<file path="config.mk">
export PLATFORM = sky130hd
export DESIGN_NAME = instr_fetch
export DESIGN_NICKNAME = d
export VERILOG_FILES = /design/src/rtl/fetch_defs.sv /design/src/rtl/fetch_queue.sv /design/src/rtl/instr_fetch.sv
export SDC_FILE = /design/constraint.sdc
export NUM_CORES = 1
export LEC_CHECK = 0
export CAP_MARGIN = 25
export CORE_ASPECT_RATIO = 1.25
export CORE_MARGIN = 2
export CORE_UTILIZATION = 61
export CTS_BUF_LIST = sky130_fd_sc_hd__clkbuf_8
export CTS_CLUSTER_DIAMETER = 80
export DETAILED_ROUTE_END_ITERATION = 10
export GPL_TIMING_DRIVEN = 0
export MAX_ROUTING_LAYER = met4
export PLACE_DENSITY = 0.95
export SETUP_SLACK_MARGIN = 0.15
export SYNTH_ARGS = -nofsm -noshare
export SYNTH_HDL_FRONTEND = slang
export SYNTH_HIERARCHICAL = 1
export SYNTH_SLANG_ARGS = --single-unit
</file>
<file path="constraint.sdc">
create_clock -name clk -period 13.65 [get_ports clk]
set_clock_uncertainty 0.15 [all_clocks]
set_input_delay 2.73 -clock clk [delete_from_list [all_inputs] [get_ports clk]]
set_output_delay 2.73 -clock clk [all_outputs]
set_load 0.05 [all_outputs]
</file>
<file path="src/rtl/fetch_defs.sv">
// Shared widths, FSM encodings and queue entry layout for the instruction fetch unit.
package fetch_defs;

    localparam int unsigned WORD_W  = 32;
    localparam int unsigned ADDR_W  = 32;
    localparam int unsigned ENTRY_W = ADDR_W + WORD_W;

    typedef enum logic {
        S_RUN  = 1'b0,
        S_HALT = 1'b1
    } fetch_state_e;

    typedef struct packed {
        logic [ADDR_W-1:0] pc;
        logic [WORD_W-1:0] word;
    } fetch_entry_t;

    // True when a word address lies inside the instruction memory.
    function automatic logic pc_in_mem(input logic [ADDR_W-1:0] pc,
                                       input int unsigned        mem_words);
        return pc < ADDR_W'(mem_words);
    endfunction

endpackage

</file>
<file path="src/rtl/fetch_queue.sv">
// Prefetch FIFO of {pc, instruction} entries; push and pop may coincide even when full.
module fetch_queue
    import fetch_defs::*;
#(
    parameter int unsigned DEPTH = 4
)(
    input  logic                 clk,
    input  logic                 reset_n,
    input  logic                 push,
    input  logic                 pop,
    input  logic                 flush,
    input  fetch_entry_t         din,
    output fetch_entry_t         dout,
    output logic [$clog2(DEPTH):0] count,
    output logic                 empty,
    output logic                 full
);

    localparam int unsigned PTR_W = $clog2(DEPTH);
    localparam int unsigned CNT_W = PTR_W + 1;

    fetch_entry_t     mem [DEPTH];
    logic [PTR_W-1:0] rd_ptr;
    logic [PTR_W-1:0] wr_ptr;
    logic             do_push;
    logic             do_pop;

    assign empty   = (count == '0);
    assign full    = (count == CNT_W'(DEPTH));
    assign do_pop  = pop & ~empty;
    assign do_push = push & ~flush & (~full | do_pop);

    // Head reads as zero when empty so stale entries never leak out.
    assign dout = empty ? '0 : mem[rd_ptr];

    always_ff @(posedge clk) begin
        if (!reset_n || flush) begin
            rd_ptr <= '0;
            wr_ptr <= '0;
            count  <= '0;
        end else begin
            if (do_push) begin
                wr_ptr <= wr_ptr + PTR_W'(1);
            end
            if (do_pop) begin
                rd_ptr <= rd_ptr + PTR_W'(1);
            end
            if (do_push && !do_pop) begin
                count <= count + CNT_W'(1);
            end else if (do_pop && !do_push) begin
                count <= count - CNT_W'(1);
            end
        end
    end

    always_ff @(posedge clk) begin
        if (do_push) begin
            mem[wr_ptr] <= din;
        end
    end

endmodule

</file>
<file path="src/rtl/instr_fetch.sv">
// Instruction fetch requester: PC, RUN/HALT control, prefetch queue and redirect handling.
module instr_fetch
    import fetch_defs::*;
#(
    parameter int unsigned MEM_WORDS = 11,
    parameter int unsigned DEPTH     = 4,
    parameter int unsigned RESET_PC  = 0
)(
    input  logic              clk,
    input  logic              reset_n,
    output logic [ADDR_W-1:0] address,
    input  logic [WORD_W-1:0] instruction,
    output logic [WORD_W-1:0] instr_out,
    output logic [ADDR_W-1:0] instr_pc,
    output logic              instr_valid,
    input  logic              instr_ready,
    input  logic              redirect,
    input  logic [ADDR_W-1:0] redirect_pc,
    output logic              fetch_done
);

    localparam int unsigned         CNT_W  = $clog2(DEPTH) + 1;
    localparam logic [ADDR_W-1:0]   END_PC = ADDR_W'(MEM_WORDS);

    fetch_state_e      state;
    logic [ADDR_W-1:0] pc;
    logic [ADDR_W-1:0] pc_inc;
    logic              pop_c;
    logic              push_c;
    logic [CNT_W-1:0]  q_count;
    logic              q_empty;
    logic              q_full;
    fetch_entry_t      q_din;
    fetch_entry_t      q_dout;

    assign address     = pc;
    assign pc_inc      = pc + ADDR_W'(1);
    assign instr_valid = (q_count != '0);
    assign instr_out   = q_dout.word;
    assign instr_pc    = q_dout.pc;
    assign fetch_done  = (state == S_HALT);

    assign pop_c  = ~q_empty & instr_ready;
    assign push_c = (state == S_RUN) & ~redirect & pc_in_mem(pc, MEM_WORDS)
                  & (~q_full | pop_c);

    assign q_din = '{pc: pc, word: instruction};

    // PC and RUN/HALT control; redirect overrides everything except reset.
    always_ff @(posedge clk) begin
        if (!reset_n) begin
            pc    <= ADDR_W'(RESET_PC);
            state <= S_RUN;
        end else if (redirect) begin
            pc    <= redirect_pc;
            state <= pc_in_mem(redirect_pc, MEM_WORDS) ? S_RUN : S_HALT;
        end else if (state == S_RUN) begin
            if (!pc_in_mem(pc, MEM_WORDS)) begin
                state <= S_HALT;
            end else if (push_c) begin
                pc <= pc_inc;
                if (pc_inc == END_PC) begin
                    state <= S_HALT;
                end
            end
        end
    end

    fetch_queue #(
        .DEPTH (DEPTH)
    ) u_queue (
        .clk     (clk),
        .reset_n (reset_n),
        .push    (push_c),
        .pop     (pop_c),
        .flush   (redirect),
        .din     (q_din),
        .dout    (q_dout),
        .count   (q_count),
        .empty   (q_empty),
        .full    (q_full)
    );

endmodule

</file>
==> results of run 1 <==
worst min-delay path by stage:
stage	depth (start not counted)	endpoint	start
detailed placement	2	register	u_queue/rd_ptr[1]
finish	2	u_queue/rd_ptr[1]	u_queue/rd_ptr[1]
global placement	2	register	u_queue/rd_ptr[1]
floorplan	2	register	u_queue/rd_ptr[1]
global route	2	u_queue/rd_ptr[1]	u_queue/rd_ptr[1]
CTS	2	u_queue/rd_ptr[1]	u_queue/rd_ptr[1]
area by class of cell:
class | count | area, sq um
multi-input cells | 277 | 2960
well taps | 232 | 290
clock buffers | 48 | 661
repair buffers | 169 | 1730
inverters | 8 | 30.0
fillers | 974 | 4260
plain buffers | 29 | 174
clock inverters | 32 | 148
flip-flops and latches | 298 | 8530
cell families (layout without fill, tap and decap cells):
family                   Yosys count  after routing  share of synthesized area
AO/OA/AOI/OAI                     21             21                     0.0115
XOR/XNOR                           5              5                    0.00375
adder cells (fa/ha/maj)            9              9                     0.0103
flip-flops                       298            298                      0.730
multiplexers                      93             93                      0.148
AND/OR/NAND/NOR                  149            149                     0.0786
buffers and inverters             37            286                     0.0175
flip-flops by register name, indices dropped and copies added, names as in the netlist, named ones only:
signal	cells
u_queue/rd_ptr	2
fetch_done	1
u_queue/count	3
u_queue/wr_ptr	2
u_queue/mem	256
address	32
metal layers:
layer	GRT usage	routed length [um]	vias to the layer above
met5	-	0	-
met4	0.100	747	0
met3	0.0489	2030	65
met2	0.445	13400	382
met1	0.307	9260	3329
li1	-	-	2850
report_power, final:
group | internal (uW) | leakage [uW] | switching (uW) | total [uW]
combinational | 36.6 | 0.00161 | 46.3 | 82.8
sequential | 994 | 0.00265 | 14.0 | 1010
clock | 327 | 0.000486 | 323 | 650
total | 1360 | 0.00474 | 383 | 1740
cells in the final DEF (no fill, tap or decap), types with 2 or more instances in the layout:
cell	n
clkbuf_8	48
clkinv_2	4
inv_1	28
nand3b_1	3
or3_1	4
and2_4	4
nand2_1	3
clkinv_1	4
buf_6	7
a31oi_1	2
xor2_1	4
clkinvlp_4	2
nor2b_1	81
buf_2	9
clkdlybuf4s50_1	165
nor4_1	9
nor2_1	23
nor4_2	3
a21oi_1	4
ha_1	8
clkbuf_1	10
nor3_1	6
a211oi_1	3
edfxtp_1	256
buf_12	4
buf_1	2
inv_8	2
nand4_1	4
o21ai_0	6
dfxtp_1	42
mux2i_1	29
mux4_2	64
tightest hold or removal path, delay by kind of cell, from the launching register on:
family         cells  cell delay (ps)
AO/OA/AOI/OAI      2              160
flip-flops         1              300
per-stage QoR:
stage                     power [uW]  setup slack [ps]  hold slack, ps  utilization  instance area [sq um]
after floorplan                 1060              7450             309            -                  11700
after global placement          1100              5400             320        0.725                  13600
after detailed placement        1110              6820             333        0.730                  13700
after CTS                       1750              7210             351        0.773                  14500
after global routing            1790              6940             391        0.773                  14500
final                           1740              6990             359        0.773                  14500
==> flow_metrics.env, run 1 <==
export IMPL_globalRouteOverflowTotal=0
export IMPL_placedCellCount=1013
export IMPL_path_delay_family="simple AND/OR/NAND/NOR gates"
export IMPL_syn_instance_count=612
export IMPL_post_synth_instance_area_sq_mm=0.0117
export IMPL_synth_seq_cells=298
export IMPL_dr_first_iter_drc_count=556
export IMPL_postCtsResizedCells=0
export IMPL_yosys_warnings=6
export IMPL_vias_per_cell=6.06
export IMPL_synth_main_ff_cell="edfxtp_1"
export IMPL_cts_root_buffer_cell="clkbuf_8"
export IMPL_worst_setup_path_endpoint="u_queue/count[2]"
export IMPL_synth_most_common_cell="edfxtp_1"
export IMPL_fp_coreArea_sq_mm=0.0188
export IMPL_gp_weighted_congestion=0.908
export IMPL_final_cells=1093
export IMPL_critical_path_required_ps=13970
export IMPL_fp_dieH_um=159
export IMPL_cts_hold_buf=0
export IMPL_synth_edff_count=256
export IMPL_fraction_of_final_layout_cells_sized_beyond_drive_strength_1=0.178
export IMPL_detail_route_drc_violations=0
export IMPL_route_detailed_wl_per_inst_um=23.2
export IMPL_cts_tree="done"
export IMPL_clkSinkCount=298
export IMPL_fp_dieArea_sq_mm=0.0203
export IMPL_timing_reg2reg_setup_slack_ps=9220
export IMPL_worstSetupPathType="input port to register"
export IMPL_timing_rr_start="u_queue/count[0]"
export IMPL_portBuffers=165
export IMPL_area_growth_pct=24.3
export IMPL_synth_common_cells="edfxtp_1 (256), nor2b_1 (81), mux4_2 (64)"
export IMPL_synthDominantCellAreaShare=0.658
export IMPL_clk_pin_slew_ps=60
export IMPL_mappedNetlistNets=689
export IMPL_report_final_slew_viol_count=0
export IMPL_grt_setup_unrepaired="false"
export IMPL_post_cts_repair_timing_setup_buffer_count=0
export IMPL_worst_skew_pair_late_latency_ps=550
export IMPL_worst_path_stages=13
export IMPL_worstRegToRegCells=13
export IMPL_grt_pass1_wl_um=38900
export IMPL_p_leak_uw=0.00474
export IMPL_globalRouteTotalUtil=0.261
export IMPL_ys_seq_area_frac=0.730
export IMPL_drt_wl_total_um=25400
export IMPL_timing_fmax_mhz=150
export IMPL_critical_path_n_buffers_inverters=4
export IMPL_timing_critical_path_mode_cell="inv_1"
export IMPL_ys_top_cells_by_area="edfxtp_1 (66%), mux4_2 (12%), dfxtp_1 (7.2%)"
export IMPL_max_cap_viol_count=0
export IMPL_power_per_cell_area_mw_per_mm2=120
export IMPL_final_min_period_over_clock_period=0.488
export IMPL_route_antenna_remaining_nets=0
export IMPL_fp_row_count=56
export IMPL_finalHoldViolCount=0
export IMPL_number_of_vias_after_detailed_routing=6626
export IMPL_endpoint_kind="register"
export IMPL_min_period_ps=6660
export IMPL_synth_top_area_cell="edfxtp_1"
export IMPL_clk_path_buf_depth=3
export IMPL_syn_area_per_cell_sq_um=19.1
export IMPL_antenna_cells_inserted=0
export IMPL_setup_viol_count_final=0
export IMPL_timing_hold_worst_class="register to register"
export IMPL_result_of_the_run="finished clean"
export IMPL_start_util=0.622
export IMPL_number_of_global_route_vias_before_repair=7058
export IMPL_detailedRoute_firstPassIterationCount=5
export IMPL_finalNetCount=904
export IMPL_pin_count_of_the_biggest_net_entering_global_routing=34
export IMPL_final_setup_tns_ps=0
export IMPL_peakVddDrop_v=0.000126
export IMPL_startpoint_type="input port"
export IMPL_cp_max_delay_cell="nor3_1"
export IMPL_yosys_cell_types_count=42
export IMPL_hpwl_reported_at_the_end_of_detailed_placement_um=16200
export IMPL_worst_ep_arrival_time_ps=6980
export IMPL_critPathMaxFanout=11
export IMPL_critical_path_cell_chain="clkdlybuf4s50_1, clkbuf_1, nor4_1, nand4_1, nor4_4, inv_1, nor3_1, ha_1, inv_1, fa_1, xor2_1, or3_1, a21oi_1"
export IMPL_r2r_end="u_queue/count[2]"
export IMPL_async_reset_ff_frac=0
export IMPL_io_pins=166
export IMPL_worst_pin_slew_ps=710
export IMPL_die_x_um=128
export IMPL_htree_num_levels=2
export IMPL_worst_slew_margin_rel=0.527
export IMPL_cts_buffers_inserted=44
export IMPL_timing_critical_path_slowest_cell_delay_ps=540
export IMPL_crit_start="redirect"
export IMPL_antenna_violations_before_repair=0
Note: power is estimated with default switching activity, not from simulation.
==> run 2, diff against run 1 <==
--- a/config.mk
+++ b/config.mk
@@ -8,13 +8,13 @@
 export CAP_MARGIN = 25
 export CORE_ASPECT_RATIO = 1.25
 export CORE_MARGIN = 2
-export CORE_UTILIZATION = 61
+export CORE_UTILIZATION = 56
 export CTS_BUF_LIST = sky130_fd_sc_hd__clkbuf_8
 export CTS_CLUSTER_DIAMETER = 80
 export DETAILED_ROUTE_END_ITERATION = 10
 export GPL_TIMING_DRIVEN = 0
 export MAX_ROUTING_LAYER = met4
-export PLACE_DENSITY = 0.95
+export PLACE_DENSITY = 0.9
 export SETUP_SLACK_MARGIN = 0.15
 export SYNTH_ARGS = -nofsm -noshare
 export SYNTH_HDL_FRONTEND = slang
==> constraint.sdc (replaced) <==
create_clock -name clk -period 6.23 [get_ports clk]
set_clock_uncertainty 0.15 [all_clocks]
set_input_delay 1.246 -clock clk [delete_from_list [all_inputs] [get_ports clk]]
set_output_delay 1.246 -clock clk [all_outputs]
set_load 0.05 [all_outputs]
==> run 2 against run 1 <==
Effect of this change:
- first-iteration DRC count fell by 17%
- sequential cell count is the same
- sequential share of layout area down 0.52 points
- die area up 8.7%
- sequential power rose by 120%
- global-route usage fell by 3.3 points
- routed wire length fell by 4.1%
- combinational power is 110% higher
- clock power is 130% higher
- design area rose by 0.89%
- cell count increased by 3.6%
- largest cell class unchanged
- largest power group unchanged
==> flow_metrics.env, run 2 (synthesized netlist as in run 1, its figures left out) <==
export IMPL_cts_hold_buf=0
export IMPL_pin_count_of_the_biggest_net_entering_global_routing=49
export IMPL_timing_reg2reg_setup_slack_ps=1960
export IMPL_number_of_global_route_vias_before_repair=6611
export IMPL_area_growth_pct=25.4
export IMPL_seq_power_share=0.567
export IMPL_netSwitchingFraction=0.210
export IMPL_peakVddDrop_v=0.000185
export IMPL_result_of_the_run="finished clean"
export IMPL_largest_register_ff_count=256
export IMPL_gp_weighted_congestion=0.813
export IMPL_setup_viol_count_final=0
export IMPL_crit_start="redirect"
export IMPL_clk_pin_slew_ps=70
export IMPL_htree_num_levels=2
export IMPL_max_cap_viol_count=0
export IMPL_timing_rr_start="u_queue/count[0]"
export IMPL_antenna_cells_inserted=0
export IMPL_worstRegToRegCells=13
export IMPL_power_per_cell_area_mw_per_mm2=265
export IMPL_post_cts_repair_timing_setup_buffer_count=0
export IMPL_worst_setup_path_endpoint="u_queue/count[2]"
export IMPL_clkSinkCount=298
export IMPL_postLayoutCoreUtil=0.709
export IMPL_critical_path_required_ps=6530
export IMPL_mostFrequentLayoutCells="edfxtp_1 (256), clkdlybuf4s50_1 (165), nor2b_1 (81)"
export IMPL_dpl_worst_slack_ps=889
export IMPL_internal_power_uw=3070
export IMPL_grt_pass1_wl_um=36300
export IMPL_timing_critical_path_mode_cell="inv_1"
export IMPL_worstSetupPathType="input port to register"
export IMPL_fp_dieH_um=165
export IMPL_start_util=0.565
export IMPL_timing_critical_path_slowest_cell_delay_ps=520
export IMPL_postCtsResizedCells=0
export IMPL_io_pins=166
export IMPL_worst_pin_slew_ps=711
export IMPL_vias_per_cell=5.58
export IMPL_worst_slew_margin_rel=0.526
export IMPL_final_min_period_over_clock_period=0.785
export IMPL_timing_hold_worst_class="register to register"
export IMPL_cp_max_delay_cell="nor4_4"
export IMPL_power_share_clock=0.387
export IMPL_grt_setup_unrepaired="false"
export IMPL_endpoint_kind="register"
export IMPL_layout_setup_ws_ps=1340
export IMPL_finalHoldViolCount=0
export IMPL_critical_path_cell_chain="clkdlybuf4s50_1, clkbuf_1, nor4_1, nand4_1, nor4_4, inv_1, nor3_1, ha_1, inv_1, fa_1, xor2_1, or3_1, a21oi_1"
export IMPL_timing_fmax_mhz=204
export IMPL_largest_register="u_queue/mem"
export IMPL_fp_coreArea_sq_mm=0.0207
export IMPL_critPathMaxFanout=11
export IMPL_globalRouteTotalUtil=0.228
export IMPL_globalRouteOverflowTotal=0
export IMPL_detailedRoute_firstPassIterationCount=5
export IMPL_report_final_slew_viol_count=0
export IMPL_fp_row_count=59
export IMPL_startpoint_type="input port"
export IMPL_hpwl_reported_at_the_end_of_detailed_placement_um=15800
export IMPL_worst_ep_arrival_time_ps=5190
export IMPL_route_antenna_remaining_nets=0
export IMPL_share_of_total_power_in_combinational_logic=0.046
export IMPL_drt_wl_total_um=24400
export IMPL_portBuffers=165
export IMPL_fraction_of_final_layout_cells_sized_beyond_drive_strength_1=0.179
export IMPL_clk_path_buf_depth=3
export IMPL_detail_route_drc_violations=0
export IMPL_cts_buffers_inserted=44
export IMPL_finalNetCount=904
export IMPL_cts_root_buffer_cell="clkbuf_8"
export IMPL_r2r_end="u_queue/count[2]"
export IMPL_p_leak_uw=0.00476
export IMPL_min_period_ps=4890
export IMPL_worst_skew_pair_late_latency_ps=540
export IMPL_dr_first_iter_drc_count=461
export IMPL_cts_tree="done"
export IMPL_number_of_vias_after_detailed_routing=6320
export IMPL_layout_commonest_cell="edfxtp_1"
export IMPL_die_x_um=133
export IMPL_fp_dieArea_sq_mm=0.0220
export IMPL_antenna_violations_before_repair=0
export IMPL_route_detailed_wl_per_inst_um=21.5
export IMPL_switchingPower_uw=816
run 2: cell count changes in the layout (fill, tap and decap cells not counted), moves of 2 or more:
cell / before / now
buf_12: 4 / 0
buf_16: 0 / 4
bufinv_16: 0 / 2
clkbuf_8: 48 / 50
inv_1: 28 / 23
inv_8: 2 / 0
run 2: critical path, delay by kind of cell:
| family | cells | cell delay, ps |
|---|---|---|
| simple gates | 5 | 1980 |
| buf+inv | 4 | 990 |
| fa+ha+maj | 2 | 650 |
| xor+xnor | 1 | 150 |
| compound gates | 1 | 150 |
run 2: power groups by stage:
stage,clock network [uW],registers (uW),logic (uW)
finish,1510,2210,178
global route,1620,2210,187
CTS,1550,2210,178
detailed placement,0,2250,177
global placement,0,2250,172
floorplan,0,2280,40.2
run 2: per-layer routing:
metal,part of all wire,vias to the layer above,global-route usage
met5,0,-,-
li1,-,2849,-
met1,0.38,3161,0.271
met3,0.066,44,0.0452
met4,0.026,0,0.0866
met2,0.52,266,0.391
run 2: cell type report:
cell class | instances | area (sq um)
Timing Repair Buffer | 169 | 1760
Fill cell | 1315 | 6020
Inverter | 8 | 30.0
Clock buffer | 50 | 688
Sequential cell | 298 | 8530
Clock inverter | 27 | 166
Tap cell | 274 | 343
Multi-Input combinational cell | 277 | 2960
Buffer | 29 | 174
run 2: worst min-delay path by stage:
stage                      start                 to  depth (start not counted)
2_1_floorplan  u_queue/rd_ptr[1]           register                          2
3_3_place_gp   u_queue/rd_ptr[1]  u_queue/rd_ptr[1]                          2
3_5_place_dp   u_queue/rd_ptr[1]  u_queue/rd_ptr[1]                          2
4_1_cts        u_queue/rd_ptr[1]           register                          2
5_1_grt        u_queue/rd_ptr[1]           register                          2
6_report       u_queue/rd_ptr[1]           register                          2
run 2: through the flow:
step                      TNS (ps)  area [sq um]  hold slack, ps  power, uW  cells
final                            0         14600             325       3890   1132
after detailed placement         0         13800             334       2420   1055
after global routing             0         14600             390       4010   1132
after global placement     -191380         13700             321       2420   1051
after floorplan                  0         11700             309       2320    612
after CTS                        0         14600             322       3930   1132
